$ cat config.mk
export PLATFORM = sky130hd
export DESIGN_NAME = ex_mem_lsu
export DESIGN_NICKNAME = d
export VERILOG_FILES = /design/src/rtl/ex_mem_lsu_pkg.sv /design/src/rtl/lsu_align.sv /design/src/rtl/ex_mem_lsu.sv
export SDC_FILE = /design/constraint.sdc
export NUM_CORES = 1
export LEC_CHECK = 0
export BUFFER_PORTS_ARGS = -buffer_cell sky130_fd_sc_hd__buf_2
export CORE_AREA = 2 2 126 128
export CTS_BUF_LIST = sky130_fd_sc_hd__clkbuf_8
export CTS_CLUSTER_SIZE = 28
export DETAILED_ROUTE_END_ITERATION = 7
export DIE_AREA = 0 0 128 130
export GPL_ROUTABILITY_DRIVEN = 0
export PLACE_DENSITY = 0.86
export SKIP_LAST_GASP = 1
export SLEW_MARGIN = 10
export SYNTH_ARGS = -nofsm -noshare
export SYNTH_HDL_FRONTEND = slang
export SYNTH_SLANG_ARGS = --single-unit
$ cat constraint.sdc
create_clock -name clk -period 11.7 [get_ports clk]
set_clock_uncertainty 0.1 [all_clocks]
set_input_delay 2.34 -clock clk [delete_from_list [all_inputs] [get_ports clk]]
set_output_delay 2.34 -clock clk [all_outputs]
set_load 0.02 [all_outputs]
$ cat src/rtl/ex_mem_lsu_pkg.sv
// Shared encodings for the EX/MEM load/store unit: opcodes, funct3 codes,
// bus widths, FSM states and the access-size decode used by the lane logic.
package ex_mem_lsu_pkg;

   localparam int REG_BUS_W      = 32;
   localparam int REG_ADDR_BUS_W = 5;
   localparam int CSR_ADDR_BUS_W = 12;

   localparam logic [6:0] OPC_LOAD  = 7'b0000011;
   localparam logic [6:0] OPC_STORE = 7'b0100011;

   localparam logic [2:0] F3_LB  = 3'b000;
   localparam logic [2:0] F3_LH  = 3'b001;
   localparam logic [2:0] F3_LW  = 3'b010;
   localparam logic [2:0] F3_LBU = 3'b100;
   localparam logic [2:0] F3_LHU = 3'b101;
   localparam logic [2:0] F3_SB  = 3'b000;
   localparam logic [2:0] F3_SH  = 3'b001;
   localparam logic [2:0] F3_SW  = 3'b010;

   typedef enum logic {
      ST_IDLE   = 1'b0,
      ST_ACCESS = 1'b1
   } state_e;

   typedef enum logic [1:0] {
      SZ_BYTE = 2'd0,
      SZ_HALF = 2'd1,
      SZ_WORD = 2'd2
   } size_e;

   // Unknown funct3 codes fall back to a full-word access.
   function automatic size_e access_size(input logic [2:0] funct3);
      case (funct3)
         F3_LB, F3_LBU: access_size = SZ_BYTE;
         F3_LH, F3_LHU: access_size = SZ_HALF;
         default:       access_size = SZ_WORD;
      endcase
   endfunction

endpackage

$ cat src/rtl/lsu_align.sv
// Byte-lane logic for a 32-bit data port: store byte enables and lane
// replication, load extraction with sign/zero extension, misalignment check.
module lsu_align
   import ex_mem_lsu_pkg::*;
(
   input  logic [2:0]  i_funct3,
   input  logic [1:0]  i_addr,
   input  logic [31:0] i_store_data,
   input  logic [31:0] i_rdata,
   output logic [3:0]  o_be,
   output logic [31:0] o_wdata,
   output logic [31:0] o_load_data,
   output logic        o_misaligned
);

   logic [7:0]  w_byte;
   logic [15:0] w_half;
   logic        w_unsigned;

   assign w_byte     = i_rdata[{i_addr, 3'b000} +: 8];
   assign w_half     = i_rdata[{i_addr[1], 4'b0000} +: 16];
   assign w_unsigned = i_funct3[2];

   // Decode access size into lane enables, replicated store data and load data.
   always_comb begin
      // NOTE: every output gets a default first, so no path through the case leaves one unassigned and no latch is inferred.
      o_be         = 4'b1111;
      o_wdata      = i_store_data;
      o_load_data  = i_rdata;
      o_misaligned = 1'b0;
      case (access_size(i_funct3))
         SZ_BYTE: begin
            o_be        = 4'b0001 << i_addr;
            o_wdata     = {4{i_store_data[7:0]}};
            o_load_data = w_unsigned ? {24'h0, w_byte} : {{24{w_byte[7]}}, w_byte};
         end
         SZ_HALF: begin
            o_be         = 4'b0011 << i_addr;
            o_wdata      = {2{i_store_data[15:0]}};
            o_load_data  = w_unsigned ? {16'h0, w_half} : {{16{w_half[15]}}, w_half};
            o_misaligned = i_addr[0];
         end
         default: begin
            o_misaligned = (i_addr != 2'b00);
         end
      endcase
   end

endmodule

$ cat src/rtl/ex_mem_lsu.sv
// EX/MEM pipeline register with a blocking req/ack data-memory port.
// Aligned loads/stores park in ACCESS until ack and stall the pipe meanwhile.
module ex_mem_lsu
   import ex_mem_lsu_pkg::*;
#(
   parameter int XLEN   = REG_BUS_W,
   parameter int REG_AW = REG_ADDR_BUS_W,
   parameter int CSR_AW = CSR_ADDR_BUS_W
) (
   input  logic              clk,
   input  logic              rst,
   input  logic              stall_i,
   input  logic              flush_i,
   input  logic              ex_valid_i,
   input  logic [6:0]        ex_opcode_i,
   input  logic [2:0]        ex_funct3_i,
   input  logic [REG_AW-1:0] ex_rd_addr_i,
   input  logic              ex_wreg_i,
   input  logic [XLEN-1:0]   ex_wdata_i,
   input  logic [XLEN-1:0]   ex_store_data_i,
   input  logic [CSR_AW-1:0] ex_csr_waddr_i,
   input  logic              ex_csr_wreg_i,
   input  logic [XLEN-1:0]   ex_csr_wdata_i,
   output logic              dmem_req_o,
   output logic              dmem_we_o,
   output logic [XLEN-1:0]   dmem_addr_o,
   output logic [3:0]        dmem_be_o,
   output logic [XLEN-1:0]   dmem_wdata_o,
   input  logic              dmem_ack_i,
   input  logic [XLEN-1:0]   dmem_rdata_i,
   output logic              valid_o,
   output logic [REG_AW-1:0] rd_addr_o,
   output logic              wreg_o,
   output logic [XLEN-1:0]   wdata_o,
   output logic [CSR_AW-1:0] csr_waddr_o,
   output logic              csr_wreg_o,
   output logic [XLEN-1:0]   csr_wdata_o,
   output logic              misalign_o,
   output logic              stallreq_o
);

   state_e            r_state;
   state_e            w_next_state;

   // Access context latched at the capture edge and held through ACCESS.
   logic [2:0]        r_funct3;
   logic [XLEN-1:0]   r_addr;
   logic [XLEN-1:0]   r_store_data;
   logic              r_is_store;
   logic              r_lat_wreg;
   logic              r_lat_csr_wreg;

   logic              w_access;
   logic              w_is_mem;
   logic              w_accept;
   logic [2:0]        w_al_funct3;
   logic [1:0]        w_al_addr;
   logic [3:0]        w_al_be;
   logic [31:0]       w_al_wdata;
   logic [31:0]       w_al_load;
   logic              w_al_misaligned;

   assign w_access = (r_state == ST_ACCESS);
   assign w_is_mem = (ex_opcode_i == OPC_LOAD) || (ex_opcode_i == OPC_STORE);
   // IDLE edge that actually takes a new EX instruction.
   assign w_accept = !flush_i && !stall_i && ex_valid_i;

   // The lane logic checks the incoming EX access in IDLE and drives the
   // latched access in ACCESS.
   assign w_al_funct3 = w_access ? r_funct3    : ex_funct3_i;
   assign w_al_addr   = w_access ? r_addr[1:0] : ex_wdata_i[1:0];

   lsu_align u_align (
      .i_funct3     (w_al_funct3),
      .i_addr       (w_al_addr),
      .i_store_data (r_store_data),
      .i_rdata      (dmem_rdata_i),
      .o_be         (w_al_be),
      .o_wdata      (w_al_wdata),
      .o_load_data  (w_al_load),
      .o_misaligned (w_al_misaligned)
   );

   // Memory port is driven purely from the state register, so an async reset
   // drops the request immediately.
   assign dmem_req_o   = w_access;
   assign stallreq_o   = w_access;
   assign dmem_we_o    = w_access && r_is_store;
   assign dmem_addr_o  = w_access ? {r_addr[XLEN-1:2], 2'b00} : '0;
   assign dmem_be_o    = !w_access ? 4'b0000 : (r_is_store ? w_al_be : 4'b1111);
   assign dmem_wdata_o = (w_access && r_is_store) ? w_al_wdata : '0;

   // State register.
   always_ff @(posedge clk or posedge rst) begin
      // NOTE: sequential state uses non-blocking assignments so every flop samples pre-edge values.
      if (rst) r_state <= ST_IDLE;
      else     r_state <= w_next_state;
   end

   // Next-state: enter ACCESS on an aligned load/store, leave on ack.
   always_comb begin
      w_next_state = r_state;
      case (r_state)
         ST_IDLE: begin
            if (w_accept && w_is_mem && !w_al_misaligned) w_next_state = ST_ACCESS;
         end
         ST_ACCESS: begin
            if (dmem_ack_i) w_next_state = ST_IDLE;
         end
         default: w_next_state = ST_IDLE;
      endcase
   end

   // MEM-stage output registers and the latched access context.
   always_ff @(posedge clk or posedge rst) begin
      if (rst) begin
         valid_o        <= 1'b0;
         rd_addr_o      <= '0;
         wreg_o         <= 1'b0;
         wdata_o        <= '0;
         csr_waddr_o    <= '0;
         csr_wreg_o     <= 1'b0;
         csr_wdata_o    <= '0;
         misalign_o     <= 1'b0;
         r_funct3       <= '0;
         r_addr         <= '0;
         r_store_data   <= '0;
         r_is_store     <= 1'b0;
         r_lat_wreg     <= 1'b0;
         r_lat_csr_wreg <= 1'b0;
      end else if (r_state == ST_IDLE) begin
         if (flush_i || (!stall_i && !ex_valid_i)) begin
            valid_o    <= 1'b0;
            wreg_o     <= 1'b0;
            csr_wreg_o <= 1'b0;
            misalign_o <= 1'b0;
         end else if (!stall_i) begin
            rd_addr_o   <= ex_rd_addr_i;
            wdata_o     <= ex_wdata_i;
            csr_waddr_o <= ex_csr_waddr_i;
            csr_wdata_o <= ex_csr_wdata_i;
            if (!w_is_mem) begin
               valid_o    <= 1'b1;
               wreg_o     <= ex_wreg_i;
               csr_wreg_o <= ex_csr_wreg_i;
               misalign_o <= 1'b0;
            end else if (w_al_misaligned) begin
               // Faulting access: flagged, never reaches memory, no writes.
               valid_o    <= 1'b1;
               wreg_o     <= 1'b0;
               csr_wreg_o <= 1'b0;
               misalign_o <= 1'b1;
            end else begin
               // Bubble now; the result appears on the ack edge.
               valid_o        <= 1'b0;
               wreg_o         <= 1'b0;
               csr_wreg_o     <= 1'b0;
               misalign_o     <= 1'b0;
               r_funct3       <= ex_funct3_i;
               r_addr         <= ex_wdata_i;
               r_store_data   <= ex_store_data_i;
               r_is_store     <= (ex_opcode_i == OPC_STORE);
               r_lat_wreg     <= ex_wreg_i;
               r_lat_csr_wreg <= ex_csr_wreg_i;
            end
         end
      end else if (dmem_ack_i) begin
         // Ack edge: the access is committed regardless of stall/flush.
         valid_o    <= 1'b1;
         wreg_o     <= r_is_store ? 1'b0 : r_lat_wreg;
         wdata_o    <= r_is_store ? r_addr : w_al_load;
         csr_wreg_o <= r_lat_csr_wreg;
         misalign_o <= 1'b0;
      end
   end

endmodule

Word level (Yosys, flattened, before mapping)
Cells that the tools add are included.
{"block": "op_classes", "muxes": 43, "bitwise_logic": 4, "shifts": 4, "n_reduce_logical": 21, "div": 0, "n_eq_ne": 10, "mul": 0, "magnitude_cmp": 0, "addsub": 0}
{"operator": "2-to-1 mux 32 bit", "count": 9}
{"operator": "one-hot mux 32 bit (2 select lines)", "count": 2}
{"operator": "indexed part select 32 x 6 -> 16 bit", "count": 1}
{"operator": "indexed part select 32 x 6 -> 8 bit", "count": 1}
{"operator": "2-to-1 mux 1 bit", "count": 24}
{"operator": "2-to-1 mux 4 bit", "count": 2}
{"operator": "one-hot mux 4 bit (2 select lines)", "count": 1}
{"operator": "equality test 7 x 2 -> 1 bit (second input constant)", "count": 1}
{"operator": "equality test 7 x 6 -> 1 bit (second input constant)", "count": 1}
{"operator": "equality test 3 bit (second input constant)", "count": 2}
{"operator": "logical AND 1 bit", "count": 6}
{"operator": "AND reduction 3 bit", "count": 2}
{"operator": "AND reduction 5 bit", "count": 1}
{"operator": "logical NOT 1 bit", "count": 4}
{"operator": "!= test 2 bit (second input constant)", "count": 2}
{"operator": "NOT 1 bit", "count": 4}
{"operator": "one-hot mux 1 bit (2 select lines)", "count": 2}
{"operator": "one-hot mux 2 bit (2 select lines)", "count": 1}
{"operator": "OR reduction 2 bit", "count": 2}
{"operator": "left shift 1 x 2 -> 4 bit (first input constant)", "count": 1}
{"operator": "left shift 2 x 2 -> 4 bit (first input constant)", "count": 1}
{"operator": "equality test 3 x 1 -> 1 bit (second input constant)", "count": 1}
{"operator": "logical NOT 3 bit", "count": 1}
{"operator": "2-to-1 mux 3 bit", "count": 1}
{"operator": "8 further kinds", "count": 9}
{"block": "word_totals", "memories": 0, "latchBits": 0, "register_bits": 156, "ram_bits": 0, "mem_bits_ro": 0, "output_inout_bits": 156, "inputBits": 163}

Longest topological paths before layout
{"block": "depth", "word_depth": 11, "mapped_depth": 10}

Modules after synthesis
A second synthesis with hierarchy kept.
{"block": "unflattened", "hier_cells": 806, "hier_area_um2": 8316.7}
{"mod": "ex_mem_lsu", "n_inst": 1, "cells_per_inst": 631, "area_each_um2": 7044.3}
{"mod": "lsu_align", "n_inst": 1, "cells_per_inst": 175, "area_each_um2": 1272.5}

Least setup slack after synthesis
No wires, ideal clock.
{"block": "synth_path", "path_type": "input to output", "from": "input port ex_funct3_i[1]", "to": "output port dmem_wdata_o[21]", "path_stages": 6, "path_buffers": 3, "t_arrival_ps": 3791, "required_time_ps": 9260, "path_slack_ps": 5469, "path_cell_list": "mux2i_1 > clkbuf_1 > clkbuf_1 > buf_1 > nand2_1 > a21oi_1"}
{"block": "synth_via", "elab_chain_cells": 7, "elab_cells_between_ends": 12, "classes_between": "eq/ne: 4; mux: 4; reduce/logical: 4"}
{"item": "start: declaration", "line_no": "ex_mem_lsu.sv:16", "rtl": "input logic [2:0] ex_funct3_i,"}
{"item": "2-to-1 mux 3 bit *", "line_no": "ex_mem_lsu.sv:70", "rtl": "assign w_al_funct3 = w_access ? r_funct3 : ex_funct3_i;"}
{"item": "equality test 3 x 1 -> 1 bit, or another cell as far along", "line_no": "ex_mem_lsu_pkg.sv:34", "rtl": "case (funct3)"}
{"item": "OR reduction 2 bit", "line_no": "ex_mem_lsu_pkg.sv:34"}
{"item": "one-hot mux 2 bit (2 select lines) *", "line_no": "ex_mem_lsu_pkg.sv:34"}
{"item": "equality test 2 x 1 -> 1 bit / logical NOT 2 bit (equally long branches)", "line_no": "lsu_align.sv:31", "rtl": "case (access_size(i_funct3))"}
{"item": "one-hot mux 32 bit (2 select lines) *", "line_no": "lsu_align.sv:31"}
{"item": "2-to-1 mux 32 bit *", "line_no": "ex_mem_lsu.sv:91", "rtl": "assign dmem_wdata_o = (w_access && r_is_store) ? w_al_wdata : '0;"}
{"item": "end: declaration", "line_no": "ex_mem_lsu.sv:28", "rtl": "output logic [XLEN-1:0] dmem_wdata_o,"}
Mark *: on every way between the ends. The rest lies on a longest branch, timed or not.

Worst setup path in the final report
{"block": "layout_path", "from": "input port ex_funct3_i[1]", "to": "output port dmem_wdata_o[31]"}
Same word-level chain as after synthesis.

==> impl_metrics.env <==
export IMPL_outcome="complete, no violations"
export IMPL_syn2layout_area_growth_pct=24.29
export IMPL_synth_seq_cells=156
export IMPL_fmax_mhz=152.7
export IMPL_drt_wl_total_mm=25.47
export IMPL_syn_avg_cell_area_um2=9.412
export IMPL_yosys_warnings=0
export IMPL_pin_count=319
export IMPL_multi_input_area_um2=3871
export IMPL_synth_area_leaders="dfrtp_1, nand2_1, mux2_2"
export IMPL_period_share=0.5597
export IMPL_io_buffers=316
export IMPL_synthXorXnorAreaFrac=0
export IMPL_place_area_um2=9708
export IMPL_report_final_slew_viol_count=0
export IMPL_antenna_found_initial=3
export IMPL_synth_common_cells="nand2_1, dfrtp_1, mux2_2"
export IMPL_drt_initial_drc_count=660
export IMPL_track_usage=0.3058
export IMPL_nNetsFinal=1305
export IMPL_clockBufferDepth=2
export IMPL_pwr_share_clk=0.296
export IMPL_final_area_um2=10080
export IMPL_ys_types=51
export IMPL_cp_max_fo=26
export IMPL_dieWidth_um=128
export IMPL_worst_pin_slew_ns=1.249
export IMPL_cts_hold_buf=0
export IMPL_synthArstFlopShare=1.000
export IMPL_p_int_mw=0.8744
export IMPL_drive_gt1_frac=0.3931
export IMPL_setup_worst_path_end_class="output port"
export IMPL_fin_crit_ns=6.548
export IMPL_setup_viol_count_final=0
export IMPL_slew_headroom=0.1674
export IMPL_clockRootBuffer="clkbuf_8"
export IMPL_avgViaCountPerCell=5.729
export IMPL_core_um2=15420
export IMPL_via_count=7729
export IMPL_seq_power_share=0.485
export IMPL_cts_resized=0
export IMPL_htreeDepth=4
export IMPL_firstDrtPassIters=5
export IMPL_hold_start="csr_waddr_o[7]"
export IMPL_synth_top_family_by_area="simple AND/OR/NAND/NOR gates"
export IMPL_holdPathStages=2
export IMPL_placed_cells=1315
export IMPL_synth_fa_ha_area_frac=0
export IMPL_switching_power_mw=0.4307
export IMPL_synth_top_flop_cell="dfrtp_1"
export IMPL_grt_setup_unrepaired="no"
export IMPL_grt_max_degree=106
export IMPL_numClockSinks=156
export IMPL_start_kind="input pin"
export IMPL_yosysSeqAreaShare=0.4812
export IMPL_cts_buffers=17
export IMPL_stdcell_count=1349
export IMPL_total_power_mw=1.305
export IMPL_synth_edf_count=0
export IMPL_n_fill_cell=1243
export IMPL_synth_top_area_cell="dfrtp_1"
export IMPL_die_area_um2=16640
export IMPL_hpwlAfterDp_mm=18.39
export IMPL_drt_antenna_violating_nets=0
export IMPL_p_leak_nw=5.252
export IMPL_place_ws_ns=5.239
export IMPL_synth_compound_area_share=0.1595
export IMPL_final_util=0.6537
export IMPL_cts_tree="yes"
export IMPL_r2r_cells=8
export IMPL_worst_r2r_endpoint="r_store_data[19]"
export IMPL_cp_arrival_ns=4.11
export IMPL_die_h_um=130
export IMPL_maxCapViolations=0
export IMPL_p_sw_frac=0.3300
export IMPL_cp_required_ns=9.26
export IMPL_grt_pass1_wl_mm=39.03
export IMPL_combPwrFrac=0.220
export IMPL_synthSimpleGateAreaFrac=0.1851
export IMPL_netlist_area_um2=8113
export IMPL_synth_top_cell_area_share=0.4812
export IMPL_finalWorstSetupSlack_ns=5.152
export IMPL_syn_inst=862
export IMPL_seq_area_um2=3905
export IMPL_std_cell_rows=46
export IMPL_synth_most_common_cell="nand2_1"
export IMPL_clk_latency_ns=0.46
export IMPL_route_detailed_wl_per_inst_um=18.88
export IMPL_initial_core_util=0.5260
export IMPL_cts_clk_slew_worst_paths_ns=0.08
export IMPL_finalSetupTns_ns=0
export IMPL_synth_mux_area_frac=0.1283
export IMPL_first_global_vias=7224
export IMPL_ir_drop_mv=0.1115
export IMPL_drcViolationCount=0
export IMPL_hold_class="reg2reg"
export IMPL_grt_ovfl_total=0
export IMPL_min_to="csr_waddr_o[7]"
export IMPL_cts_setup_buffers=0
export IMPL_r2r_slack_ns=7.66
export IMPL_hold_slack_ns=0.3726
export IMPL_powerDensity_nw_per_um2=129.4
export IMPL_worst_setup_path_type="in2out"
export IMPL_final_hold_viol_count=0
export IMPL_r2r_start="dmem_req_o"
-- state kept, by name, indices dropped and copies added (netlist names), 3 cells and up --
signal and cells:
wdata_o 32, r_funct3 3, rd_addr_o 5, r_store_data 32, csr_waddr_o 12, csr_wdata_o 32
r_addr 32
-- final cells by class --
class | instances | share of cell area
sequential | 156 | 0.3873
multi-input combinational | 633 | 0.3839
timing repair buffer | 326 | 0.1643
clock buffer | 18 | 0.02457
tap | 192 | 0.02382
clock inverter | 14 | 0.01216
inverter | 8 | 0.003474
antenna | 2 | 0.0004963
-- cells in the final DEF, fill, tap and decap left out, types with 6 or more instances in the layout --
cell	netlist	final
a21oi_1	50	50
o22a_1	6	6
buf_2	10	316
o22ai_1	9	9
o211ai_1	6	6
mux2_1	9	9
clkbuf_8	0	18
and2_1	31	31
nand2_1	231	231
o22ai_2	10	10
o21ai_0	35	35
buf_4	10	10
a211oi_1	15	15
o21ai_1	6	6
a22o_1	8	8
mux2i_1	16	14
a21oi_2	10	10
o221ai_1	14	14
dfrtp_1	156	155
and3_1	10	9
nor2_1	52	52
inv_1	8	8
mux2_2	62	62
-- power groups by stage --
stage	clock [mW]	combinational [mW]	sequential (mW)
6_report	0.386	0.287	0.633
3_3_place_gp	0	0.281	0.640
5_1_grt	0.418	0.313	0.640
4_1_cts	0.389	0.287	0.632
2_1_floorplan	0	0.106	0.701
3_5_place_dp	0	0.288	0.640
-- critical path: stages --
cell	delay (ns)
buf_2	0.24
a21o_1	0.94
nor3_1	0.10
nor3_1	0.25
buf_2	0.22
-- routing by layer --
layer,vias up,part of all wire,track usage
met2,441,0.46,0.4684
met5,-,0.0011,0
met4,4,0.044,0.1584
met1,3656,0.40,0.4041
met3,81,0.087,0.08036
li1,3547,-,-
-- cell families after synthesis --
| family | count (synthesis) |
|---|---|
| buffers and inverters | 74 |
| AO/OA/AOI/OAI | 186 |
| AND/OR/NAND/NOR | 354 |
| multiplexers | 91 |
| flip-flops | 156 |
| other | 1 |
-- how the worst max path moves through the flow --
| stage | start | endpoint | slack, ns | depth (start not counted) |
|---|---|---|---|---|
| final | ex_funct3_i[1] | dmem_wdata_o[31] | 5.15 | 5 |
| after detailed placement | ex_funct3_i[1] | dmem_wdata_o[14] | 5.24 | 7 |
| after CTS | ex_funct3_i[1] | dmem_wdata_o[31] | 5.22 | 5 |
| after floorplan | rst | csr_waddr_o[0] | 5.05 | 1 |
| after global placement | ex_funct3_i[1] | dmem_wdata_o[31] | 5.27 | 5 |
| after global routing | ex_funct3_i[1] | dmem_wdata_o[31] | 5.03 | 5 |
Note: power is estimated with default switching activity, not from simulation.
